<file path="src/rtl/uart_rx_pkg.sv">
// Shared types and constants for the UART receive path: frame state encoding
// and the supported oversampling ratios.
package uart_rx_pkg;

    typedef enum logic [2:0] {
        ST_IDLE,
        ST_START,
        ST_DATA,
        ST_PARITY,
        ST_STOP
    } rx_state_e;

    localparam int unsigned PRESC_4  = 4;
    localparam int unsigned PRESC_8  = 8;
    localparam int unsigned PRESC_16 = 16;

    // Unsupported oversampling ratios fall back to 8x.
    function automatic int unsigned presc_norm(input int unsigned p);
        case (p)
            PRESC_4, PRESC_8, PRESC_16: return p;
            default:                    return PRESC_8;
        endcase
    endfunction

endpackage

</file>
<file path="src/rtl/uart_rx_fsm_if.sv">
// Handshake between the RX frame controller and the RX datapath blocks
// (sampler, deserializer, start/parity/stop checkers).
interface uart_rx_fsm_if #(
    parameter int EDGE_W = 5
) ();
    // Checker results returned by the datapath.
    logic              strt_glitch;
    logic              par_err;
    logic              stp_err;

    // Counters, enables and frame qualification driven by the controller.
    logic [EDGE_W-1:0] edge_cnt;
    logic [3:0]        bit_cnt;
    logic              dat_samp_en;
    logic              deser_en;
    logic              strt_chk_en;
    logic              par_chk_en;
    logic              stp_chk_en;
    logic              data_valid;
    logic              par_error;
    logic              frame_error;

    modport master (
        input  strt_glitch, par_err, stp_err,
        output edge_cnt, bit_cnt, dat_samp_en, deser_en,
               strt_chk_en, par_chk_en, stp_chk_en,
               data_valid, par_error, frame_error
    );

    modport slave (
        output strt_glitch, par_err, stp_err,
        input  edge_cnt, bit_cnt, dat_samp_en, deser_en,
               strt_chk_en, par_chk_en, stp_chk_en,
               data_valid, par_error, frame_error
    );

endinterface

</file>
<file path="src/rtl/uart_rx_edge_bit_cnt.sv">
// Oversampling edge counter and data bit counter for the UART receiver.
// edge_cnt wraps at p_last (latched prescale minus 1); bit_cnt wraps after the last data bit.
module uart_rx_edge_bit_cnt #(
    parameter int DATA_WIDTH = 8,
    parameter int EDGE_W     = 5
) (
    input  logic              CLK,
    input  logic              RST,
    input  logic              en,
    input  logic              clr,
    input  logic              bit_en,
    input  logic [EDGE_W-1:0] p_last,
    output logic [EDGE_W-1:0] edge_cnt,
    output logic [3:0]        bit_cnt,
    output logic              last_edge
);

    localparam logic [3:0] LAST_BIT = 4'(DATA_WIDTH - 1);

    assign last_edge = en && (edge_cnt == p_last);

    // NOTE: counters are state, so they are updated with non-blocking
    // assignments; mixing in '=' here would make results depend on process order.
    always_ff @(posedge CLK) begin
        if (RST || clr) begin
            edge_cnt <= '0;
            bit_cnt  <= '0;
        end else if (en) begin
            edge_cnt <= last_edge ? '0 : edge_cnt + EDGE_W'(1);
            if (bit_en && last_edge)
                bit_cnt <= (bit_cnt == LAST_BIT) ? '0 : bit_cnt + 4'd1;
        end
    end

endmodule

</file>
<file path="src/rtl/uart_rx_fsm.sv">
// UART receive frame controller: start detection, bit sequencing, checker
// strobes and per-frame qualification (data_valid, par_error, frame_error).
module uart_rx_fsm
    import uart_rx_pkg::*;
#(
    parameter int DATA_WIDTH = 8,
    parameter int PRESC_W    = 5,
    parameter int EDGE_W     = 5
) (
    input  logic               CLK,
    input  logic               RST,
    input  logic               RX_IN,
    input  logic [PRESC_W-1:0] prescale,
    input  logic               PAR_EN,
    uart_rx_fsm_if.master      rx_bus
);

    localparam logic [3:0] LAST_BIT = 4'(DATA_WIDTH - 1);

    rx_state_e         state;
    rx_state_e         state_nxt;
    logic [EDGE_W-1:0] p_last_q;
    logic              par_en_q;

    logic [EDGE_W-1:0] edge_cnt;
    logic [3:0]        bit_cnt;
    logic              last_edge;
    logic              pen_edge;

    logic dat_samp_en, deser_en;
    logic strt_chk_en, par_chk_en, stp_chk_en;
    logic data_valid, par_error, frame_error;

    uart_rx_edge_bit_cnt #(
        .DATA_WIDTH (DATA_WIDTH),
        .EDGE_W     (EDGE_W)
    ) u_cnt (
        .CLK       (CLK),
        .RST       (RST),
        .en        (state != ST_IDLE),
        .clr       (state == ST_IDLE),
        .bit_en    (state == ST_DATA),
        .p_last    (p_last_q),
        .edge_cnt  (edge_cnt),
        .bit_cnt   (bit_cnt),
        .last_edge (last_edge)
    );

    // Strobes are registered, so they are armed one edge before the last edge.
    assign pen_edge = (edge_cnt == p_last_q - EDGE_W'(1));

    // NOTE: state_nxt is given a default before the case so no path through
    // this block leaves it unassigned, which would infer a latch.
    always_comb begin
        state_nxt = state;
        case (state)
            ST_IDLE:   if (!RX_IN) state_nxt = ST_START;
            ST_START:  if (last_edge) state_nxt = rx_bus.strt_glitch ? ST_IDLE : ST_DATA;
            ST_DATA:   if (last_edge && bit_cnt == LAST_BIT)
                           state_nxt = par_en_q ? ST_PARITY : ST_STOP;
            ST_PARITY: if (last_edge) state_nxt = ST_STOP;
            ST_STOP:   if (last_edge) state_nxt = ST_IDLE;
            default:   state_nxt = ST_IDLE;
        endcase
    end

    always_ff @(posedge CLK) begin
        if (RST) begin
            state       <= ST_IDLE;
            p_last_q    <= EDGE_W'(PRESC_8 - 1);
            par_en_q    <= 1'b0;
            dat_samp_en <= 1'b0;
            deser_en    <= 1'b0;
            strt_chk_en <= 1'b0;
            par_chk_en  <= 1'b0;
            stp_chk_en  <= 1'b0;
            data_valid  <= 1'b0;
            par_error   <= 1'b0;
            frame_error <= 1'b0;
        end else begin
            state <= state_nxt;

            if (state == ST_IDLE && !RX_IN) begin
                p_last_q    <= EDGE_W'(presc_norm(32'(prescale)) - 32'd1);
                par_error   <= 1'b0;
                frame_error <= 1'b0;
            end
            if (state == ST_START && last_edge)
                par_en_q <= PAR_EN;
            if (state == ST_PARITY && last_edge)
                par_error <= rx_bus.par_err;
            if (state == ST_STOP && last_edge)
                frame_error <= rx_bus.stp_err;

            data_valid  <= (state == ST_STOP) && last_edge && !par_error && !rx_bus.stp_err;
            dat_samp_en <= (state_nxt != ST_IDLE);
            deser_en    <= (state_nxt == ST_DATA);
            strt_chk_en <= (state == ST_START)  && pen_edge;
            par_chk_en  <= (state == ST_PARITY) && pen_edge;
            stp_chk_en  <= (state == ST_STOP)   && pen_edge;
        end
    end

    assign rx_bus.edge_cnt    = edge_cnt;
    assign rx_bus.bit_cnt     = bit_cnt;
    assign rx_bus.dat_samp_en = dat_samp_en;
    assign rx_bus.deser_en    = deser_en;
    assign rx_bus.strt_chk_en = strt_chk_en;
    assign rx_bus.par_chk_en  = par_chk_en;
    assign rx_bus.stp_chk_en  = stp_chk_en;
    assign rx_bus.data_valid  = data_valid;
    assign rx_bus.par_error   = par_error;
    assign rx_bus.frame_error = frame_error;

endmodule
</file>
<file path="src/flat_wrapper.sv">
// flat-port wrapper written by rule: the top's interface ports become plain ports
module uart_rx_fsm_flat import uart_rx_pkg::*;
#(
    parameter int DATA_WIDTH = 8,
    parameter int PRESC_W    = 5,
    parameter int EDGE_W     = 5
)
  (CLK, RST, RX_IN, prescale, PAR_EN, rx_bus_strt_glitch, rx_bus_par_err, rx_bus_stp_err, rx_bus_edge_cnt, rx_bus_bit_cnt, rx_bus_dat_samp_en, rx_bus_deser_en, rx_bus_strt_chk_en, rx_bus_par_chk_en, rx_bus_stp_chk_en, rx_bus_data_valid, rx_bus_par_error, rx_bus_frame_error);
  uart_rx_fsm_if #(.EDGE_W(EDGE_W)) rx_bus_i ();
  input  logic CLK;
  input  logic RST;
  input  logic RX_IN;
  input  logic [PRESC_W-1:0] prescale;
  input  logic PAR_EN;
  input wire logic [$bits(rx_bus_i.strt_glitch)-1:0] rx_bus_strt_glitch;
  input wire logic [$bits(rx_bus_i.par_err)-1:0] rx_bus_par_err;
  input wire logic [$bits(rx_bus_i.stp_err)-1:0] rx_bus_stp_err;
  output wire logic [$bits(rx_bus_i.edge_cnt)-1:0] rx_bus_edge_cnt;
  output wire logic [$bits(rx_bus_i.bit_cnt)-1:0] rx_bus_bit_cnt;
  output wire logic [$bits(rx_bus_i.dat_samp_en)-1:0] rx_bus_dat_samp_en;
  output wire logic [$bits(rx_bus_i.deser_en)-1:0] rx_bus_deser_en;
  output wire logic [$bits(rx_bus_i.strt_chk_en)-1:0] rx_bus_strt_chk_en;
  output wire logic [$bits(rx_bus_i.par_chk_en)-1:0] rx_bus_par_chk_en;
  output wire logic [$bits(rx_bus_i.stp_chk_en)-1:0] rx_bus_stp_chk_en;
  output wire logic [$bits(rx_bus_i.data_valid)-1:0] rx_bus_data_valid;
  output wire logic [$bits(rx_bus_i.par_error)-1:0] rx_bus_par_error;
  output wire logic [$bits(rx_bus_i.frame_error)-1:0] rx_bus_frame_error;
  assign rx_bus_i.strt_glitch = rx_bus_strt_glitch;
  assign rx_bus_i.par_err = rx_bus_par_err;
  assign rx_bus_i.stp_err = rx_bus_stp_err;
  assign rx_bus_edge_cnt = rx_bus_i.edge_cnt;
  assign rx_bus_bit_cnt = rx_bus_i.bit_cnt;
  assign rx_bus_dat_samp_en = rx_bus_i.dat_samp_en;
  assign rx_bus_deser_en = rx_bus_i.deser_en;
  assign rx_bus_strt_chk_en = rx_bus_i.strt_chk_en;
  assign rx_bus_par_chk_en = rx_bus_i.par_chk_en;
  assign rx_bus_stp_chk_en = rx_bus_i.stp_chk_en;
  assign rx_bus_data_valid = rx_bus_i.data_valid;
  assign rx_bus_par_error = rx_bus_i.par_error;
  assign rx_bus_frame_error = rx_bus_i.frame_error;
  uart_rx_fsm #(.DATA_WIDTH(DATA_WIDTH), .PRESC_W(PRESC_W), .EDGE_W(EDGE_W)) u_core (.CLK(CLK), .RST(RST), .RX_IN(RX_IN), .prescale(prescale), .PAR_EN(PAR_EN), .rx_bus(rx_bus_i));
endmodule
</file>
<file path="config.mk">
export PLATFORM = sky130hd
export DESIGN_NAME = uart_rx_fsm_flat
export DESIGN_NICKNAME = d
export VERILOG_FILES = /design/src/rtl/uart_rx_pkg.sv /design/src/rtl/uart_rx_fsm_if.sv /design/src/rtl/uart_rx_edge_bit_cnt.sv /design/src/rtl/uart_rx_fsm.sv /design/src/flat_wrapper.sv
export SDC_FILE = /design/constraint.sdc
export NUM_CORES = 1
export LEC_CHECK = 0
export ABC_AREA = 1
export CORE_MARGIN = 1.5
export CORE_UTILIZATION = 55
export DETAILED_ROUTE_END_ITERATION = 7
export PLACE_DENSITY = 0.84
export SLEW_MARGIN = 20
export SYNTH_ARGS = -nofsm -noshare
export SYNTH_HDL_FRONTEND = slang
export SYNTH_HIERARCHICAL = 1
export SYNTH_SLANG_ARGS = --single-unit
export TNS_END_PERCENT = 5
</file>
<file path="constraint.sdc">
create_clock -name CLK -period 3.2 [get_ports CLK]
set_clock_uncertainty 0.05 [all_clocks]
set_input_delay 0.96 -clock CLK [delete_from_list [all_inputs] [get_ports CLK]]
set_output_delay 0.96 -clock CLK [all_outputs]
set_load 0.02 [all_outputs]
</file>
==> metrics.md, run 1 <==
| Metric | Value |
|---|---|
| All-Layer GR Usage | 21.7% |
| Cell with the most instances after synthesis | nand2_1 |
| Final setup vio count | 0 |
| Status | finished clean |
| Clock network fraction of total power | 35.3% |
| Nets | 272 |
| WHS | 416 ps |
| WS Path Type | register to output port |
| Post-CTS Setup Inserts | 0 |
| Number of global-route vias before repair | 1269 |
| Slowest stage delay, CP | 670 ps |
| Final setup TNS | 0 ps |
| Critical Path RT | 2190 ps |
| Power per cell area | 346 nW/um^2 |
| Layout cell share with drive strength beyond 1 | 9.80% |
| Asr flop ratio synth | 0% |
| Die area | 3050 um^2 |
| Cts bufs inserted | 3 |
| Share of the yosys chip area belonging to registers | 34.7% |
| Die width | 55.2 um |
| Crit path launch type | register |
| First-pass GRT wire length | 5460 um |
| Sequential power share | 52.6% |
| Max IR drop VDD | 0.000341 V |
| Post-synth EDFFs | 0 |
| Ys flop type | dfxtp_1 |
| Post-synth top cells | nand2_1, inv_1, dfxtp_1, nor2_1 |
| GRT overflow | 0 |
| F_max | 399 MHz |
| Switching Share | 24.0% |
| Initial DRC count | 56 |
| RSZ-0062 raised after global routing | false |
| Synth warn | 6 |
| I/O Pins | 29 |
| Post-Route WL | 3150 um |
| Yosys reg bits | 26 |
| Via count | 1410 |
| CTS tree | done |
| Final cell count without fillers | 285 |
| DR WL/cell | 11.0 um |
| CP Capture Type | output port |
| Mapped Area | 1500 um^2 |
| CTS max path bufs | 2 |
| Initial antenna violation count | 0 |
| Syn Area/Cell | 6.73 um^2 |
| Antenna-violating nets left | 0 |
| Initial core utilization | 59.5% |
| Pleak | 0.797 nW |
| Clock root buffer | clkbuf_4 |
| Ant. Diodes | 0 |
| Area contributors post-synth | dfxtp_1, nand2_1, inv_1, nor2_1, a21oi_1 |
| Hold Vio Cnt, Final | 0 |
| CP delay by family, top | buffers and inverters |
| HP Class | register to register |
| CP Data Arrival Time | 1490 ps |
| MaxCap Viol Count | 0 |
| Largest net degree at the start of global routing | 16 |
| Gate power share | 12.1% |
| Rows | 18 |
| Vias/cell | 4.95 |
| Cts repair resizes | 0 |
| Tot Pwr | 0.647 mW |
| Share of the synthesized area in the top cell type | 34.7% |
| Dpl cells | 281 |
| Area leader, netlist | dfxtp_1 |
| Core area | 2520 um^2 |
| Cell Chain, Critical Path | clkdlybuf4s50_1 |
| Hold buffers post-CTS | 0 |
| GPL Wtd Cong | 0.816 |
| Clk_lat worst skew | 330 ps |
| Internal power | 0.492 mW |
| Synth Instances | 223 |
| Fillers | 214 |
| Final min period | 2500 ps |
| Area grow syn2layout | 24.7% |
| Final Max Tran Viols | 0 |
| Max stage delay cell, worst path | clkdlybuf4s50_1 |
| Crit share post-route | 78.3% |
| Clock transition at path regs | 140 ps |
| DR DRC count | 0 |
| Worst-path fanout max | 8 |
| Total clock sinks | 26 |
| Pre-antenna DRT Iters | 4 |
| Unique masters post-synth | 28 |
| Post-DP HPWL | 2420 um |
| CTS H-tree lvls | 1 |
| Net Switching | 0.155 mW |
| CP Buf/Inv Count | 1 |
| Die Y | 55.2 um |
| PortBufs | 28 |
==> power groups by stage <==
stage          Sequential [mW]  Clock [mW]  Combinational (mW)
5_1_grt                  0.342       0.244              0.0898
2_1_floorplan            0.347           0              0.0491
4_1_cts                  0.340       0.235              0.0783
6_report                 0.340       0.228              0.0785
3_3_place_gp             0.347           0              0.0754
3_5_place_dp             0.347           0              0.0777
==> cell type report <==
class,instances,area [um^2],area share [%]
multi-input combinational,156,826,44.1
sequential,26,520,27.8
timing repair buffer,28,280,15.0
inverter,41,154,8.23
tap,30,37.5,2.01
clock inverter,1,30.0,1.61
clock buffer,3,22.5,1.20
==> per-layer routing <==
metal	GRT usage, %	part of all wire, %	vias up
li1	-	-	768
met1	29.4	48	617
met2	34.5	48	20
met3	4.22	2.9	5
met4	7.67	1.4	0
met5	0	0	-
==> placed cells by master (no fill, tap or decap), types with 6 or more instances in the layout <==
| cell | count |
|---|---|
| nand2_1 | 50 |
| inv_1 | 33 |
| clkdlybuf4s50_1 | 28 |
| dfxtp_1 | 26 |
| nor2_1 | 25 |
| nand3_1 | 15 |
| a21oi_1 | 15 |
| inv_2 | 7 |
| nor3_1 | 7 |
| o21ai_1 | 6 |
==> flip-flops by register name, summed over array words and instances (netlist names) <==
signal / flops
u_core/p_last_q: 5
u_core/u_cnt/edge_cnt: 5
u_core/u_cnt/bit_cnt: 4
u_core/state: 3
u_core/par_en_q: 1
u_core/rx_bus.dat_samp_en: 1
u_core/rx_bus.data_valid: 1
u_core/rx_bus.deser_en: 1
u_core/rx_bus.frame_error: 1
u_core/rx_bus.par_chk_en: 1
u_core/rx_bus.par_error: 1
u_core/rx_bus.stp_chk_en: 1
u_core/rx_bus.strt_chk_en: 1
==> path summary, 6_finish.rpt <==
path / endpoint / startpoint / cells after the start / slack [ps]
max: rx_bus_bit_cnt[2] / u_core/u_cnt/bit_cnt[2] / 1 / 700
min: u_core/rx_bus.data_valid / u_core/rx_bus.par_error / 1 / 420
max reg2reg: u_core/rx_bus.dat_samp_en / u_core/state[0] / 13 / 990
min reg2reg: u_core/rx_bus.data_valid / u_core/rx_bus.par_error / 1 / 420
==> through the flow <==
stage / util, % / setup slack, ps / cell area, um^2
2_1_floorplan: - / 1390 / 1500
3_3_place_gp: 72.1 / 705 / 1820
3_5_place_dp: 72.1 / 634 / 1820
4_1_cts: 74.2 / 676 / 1870
5_1_grt: 74.2 / 611 / 1870
6_report: 74.2 / 696 / 1870
==> cells by family after synthesis <==
| group | count (synthesis) | share of synthesized area (%) |
|---|---|---|
| AOI/OAI and AO/OA | 28 | 9.93 |
| other | 1 | 0.250 |
| buffers and inverters | 42 | 10.5 |
| DFF | 26 | 34.7 |
| and+or+nand+nor | 115 | 37.2 |
| xor gates and xnor gates | 7 | 4.09 |
| adders and majority gates | 4 | 3.34 |
No activity file was read; power rests on OpenSTA's default activity.
==> run 2, diff against run 1 <==
- CORE_UTILIZATION: 55 -> 46
- PLACE_DENSITY: 0.84 -> 0.75
- clock period: 3.2 -> 2.1 ns (I/O delays scaled with it)
==> run 2 against run 1 <==
Against the previous run:
- clock power increased by 51%
- largest cell class unchanged
- highest routed layer unchanged
- critical path type unchanged
- non-clock buffer count increased by 4
- sequential cell count unchanged
- total power increased by 54%
==> metrics.md, run 2 (synthesis gave the netlist of run 1 again) <==
| Metric | Value |
|---|---|
| Met3 Usage GRT | 2.16% (-2.1 points) |
| GPL Wtd Cong | 0.865 (+6.0%) |
| GRT overflow | 0 (unchanged) |
| Final setup vio count | 0 (unchanged) |
| Final setup TNS | 0 ps (unchanged) |
| Worst hold path cell count | 1 (unchanged) |
| CP Data Arrival Time | 1370 ps (-120 ps) |
| Cell Chain, Critical Path | clkdlybuf4s50_1 |
| F_max | 488 MHz |
| Hold Vio Cnt, Final | 0 (unchanged) |
| Power per cell area | 517 nW/um^2 (+49%) |
| Layout cell share with drive strength beyond 1 | 13.5% (+3.7 points) |
| HP Class | register to register |
| Antenna-violating nets left | 0 (unchanged) |
| Worst flop-to-flop path startpoint | u_core/u_cnt/edge_cnt[0] |
| Post-Route WL | 3470 um (+10%) |
| DR WL/cell | 11.4 um (+3.7%) |
| Cts bufs inserted | 3 (unchanged) |
| RSZ-0062 raised after global routing | false |
| First-pass GRT wire length | 5640 um (+3.4%) |
| CP delay by family, top | buffers and inverters |
| Number of global-route vias before repair | 1304 (+2.8%) |
| CTS tree | done |
| Die area | 3610 um^2 (+18%) |
| Clock transition at path regs | 140 ps (about the same) |
| Nets | 276 (+1.5%) |
| Slowest stage delay, CP | 620 ps (-50 ps) |
| Total clock sinks | 26 (unchanged) |
| Initial core utilization | 48.7% (-11 points) |
| CTS max path bufs | 2 (unchanged) |
| Largest net degree at the start of global routing | 16 (unchanged) |
| Initial DRC count | 39 (-30%) |
| Worst-path fanout max | 7 (-1) |
| Reg-to-reg endpoint | u_core/rx_bus.dat_samp_en |
| Final Max Tran Viols | 0 (unchanged) |
| Most used routing layer | met2 |
| Critical Path RT | 1420 ps (-770 ps) |
| Rows | 20 (+2) |
| Critical path origin | u_core/u_cnt/edge_cnt[4] |
| CP Depth | 1 (unchanged) |
| FF-to-FF path depth | 13 (unchanged) |
| Dpl ws | 173 ps (-461 ps) |
| Pleak | 0.900 nW (+13%) |
| Met1 Use GR | 27.3% (-2.1 points) |
| Area grow syn2layout | 28.4% |
| Post-DP HPWL | 2650 um (+9.3%) |
| Initial antenna violation count | 0 (unchanged) |
| Clock root buffer | clkbuf_4 |
| I/O Pins | 29 (unchanged) |
| Crit path launch type | register |
| CTS H-tree lvls | 1 (unchanged) |
| Final min period | 2050 ps |
| Die width | 60.1 um (+8.8%) |
| Pre-antenna DRT Iters | 4 (unchanged) |
| CP Capture Type | output port |
| Max IR drop VDD | 0.000336 V (-1.5%) |
| Ant. Diodes | 0 (unchanged) |
| Die Y | 60.1 um (+8.8%) |
| All-Layer GR Usage | 20.6% (-1.1 points) |
| Core area | 3080 um^2 (+22%) |
| Max stage delay cell, worst path | clkdlybuf4s50_1 |
| Clk_lat worst skew | 320 ps (about the same) |
| Via count | 1475 (+4.6%) |
| CP Buf/Inv Count | 1 (unchanged) |
| Reg2Reg Setup Slack | 260 ps (-730 ps) |
| Biggest regs | u_core/p_last_q x5, u_core/u_cnt/edge_cnt x5, u_core/u_cnt/bit_cnt x4 |
| Vias/cell | 4.87 (-1.6%) |
| GR Util met2 | 34.5% (-0.052 points) |
| DR DRC count | 0 (unchanged) |
| Commonest cells after routing, fill and taps aside | nand2_1, inv_1, nor2_1 |
| Crit share post-route | 97.6% |
| Hold_sp | u_core/rx_bus.par_error |
| CP endpoint | rx_bus_edge_cnt[4] |
| PnR worst setup slack | 49.8 ps (-646 ps) |
| PortBufs | 28 (unchanged) |
| Status | finished clean |
| Commonest non-fill, non-tap cell in the layout | nand2_1 |
| WS Path Type | register to output port |
| MaxCap Viol Count | 0 (unchanged) |
==> run 2: cell types whose count changed in the layout (fill, tap and decap cells not counted) <==
| cell | delta |
|---|---|
| dlygate4sd2_1 | +5 |
| dfxtp_1 | -6 |
| dlymetal6s2s_1 | +3 |
| buf_4 | +4 |
| clkdlybuf4s50_1 | -8 |
| dfxtp_2 | +6 |
==> run 2: worst min-delay path by stage <==
| stage | end | slack [ps] |
|---|---|---|
| final | u_core/rx_bus.data_valid | 420 |
| after global routing | u_core/rx_bus.data_valid | 430 |
| after CTS | u_core/rx_bus.data_valid | 420 |
| after detailed placement | u_core/rx_bus.data_valid | 400 |
| after global placement | u_core/rx_bus.data_valid | 400 |
| after floorplan | u_core/p_last_q[4] | 450 |
==> run 2: through the flow <==
stage	hold slack (ps)	total power [mW]	instances	util, %	area [um^2]
5_1_grt	432	1.03	303	62.6	1930
6_report	418	0.995	303	62.6	1930
3_5_place_dp	398	0.658	299	60.6	1870
4_1_cts	420	1.00	303	62.3	1920
2_1_floorplan	445	0.604	224	-	1500
3_3_place_gp	396	0.656	299	60.6	1870
==> run 2: power breakdown <==
group | switching, mW | internal [mW] | leakage (nW)
logic | 0.0732 | 0.0603 | 0.658
registers | 0.0135 | 0.503 | 0.214
clock network | 0.152 | 0.193 | 0.0279
total | 0.239 | 0.756 | 0.900
==> run 2: cell type report <==
type	instances	area, um^2
clock buffers	3	22.5
clock inverters	1	30.0
fillers	301	1150
inverters	41	154
multi-input cells	156	826
flip-flops and latches	26	528
well taps	44	55.1
repair buffers	32	312
==> run 2: layer usage <==
layer / vias up / wire length (um)
li1: 779 / -
met1: 673 / 1700
met2: 19 / 1640
met3: 4 / 83
met4: 0 / 46
met5: - / 0
==> run 2: what timing repair did <==
action / CTS / global route
resized for setup: 9 / 5
hold buffers: 0 / 0
buffers inserted: 0 / 0
setup endpoints to repair: 9 / 4
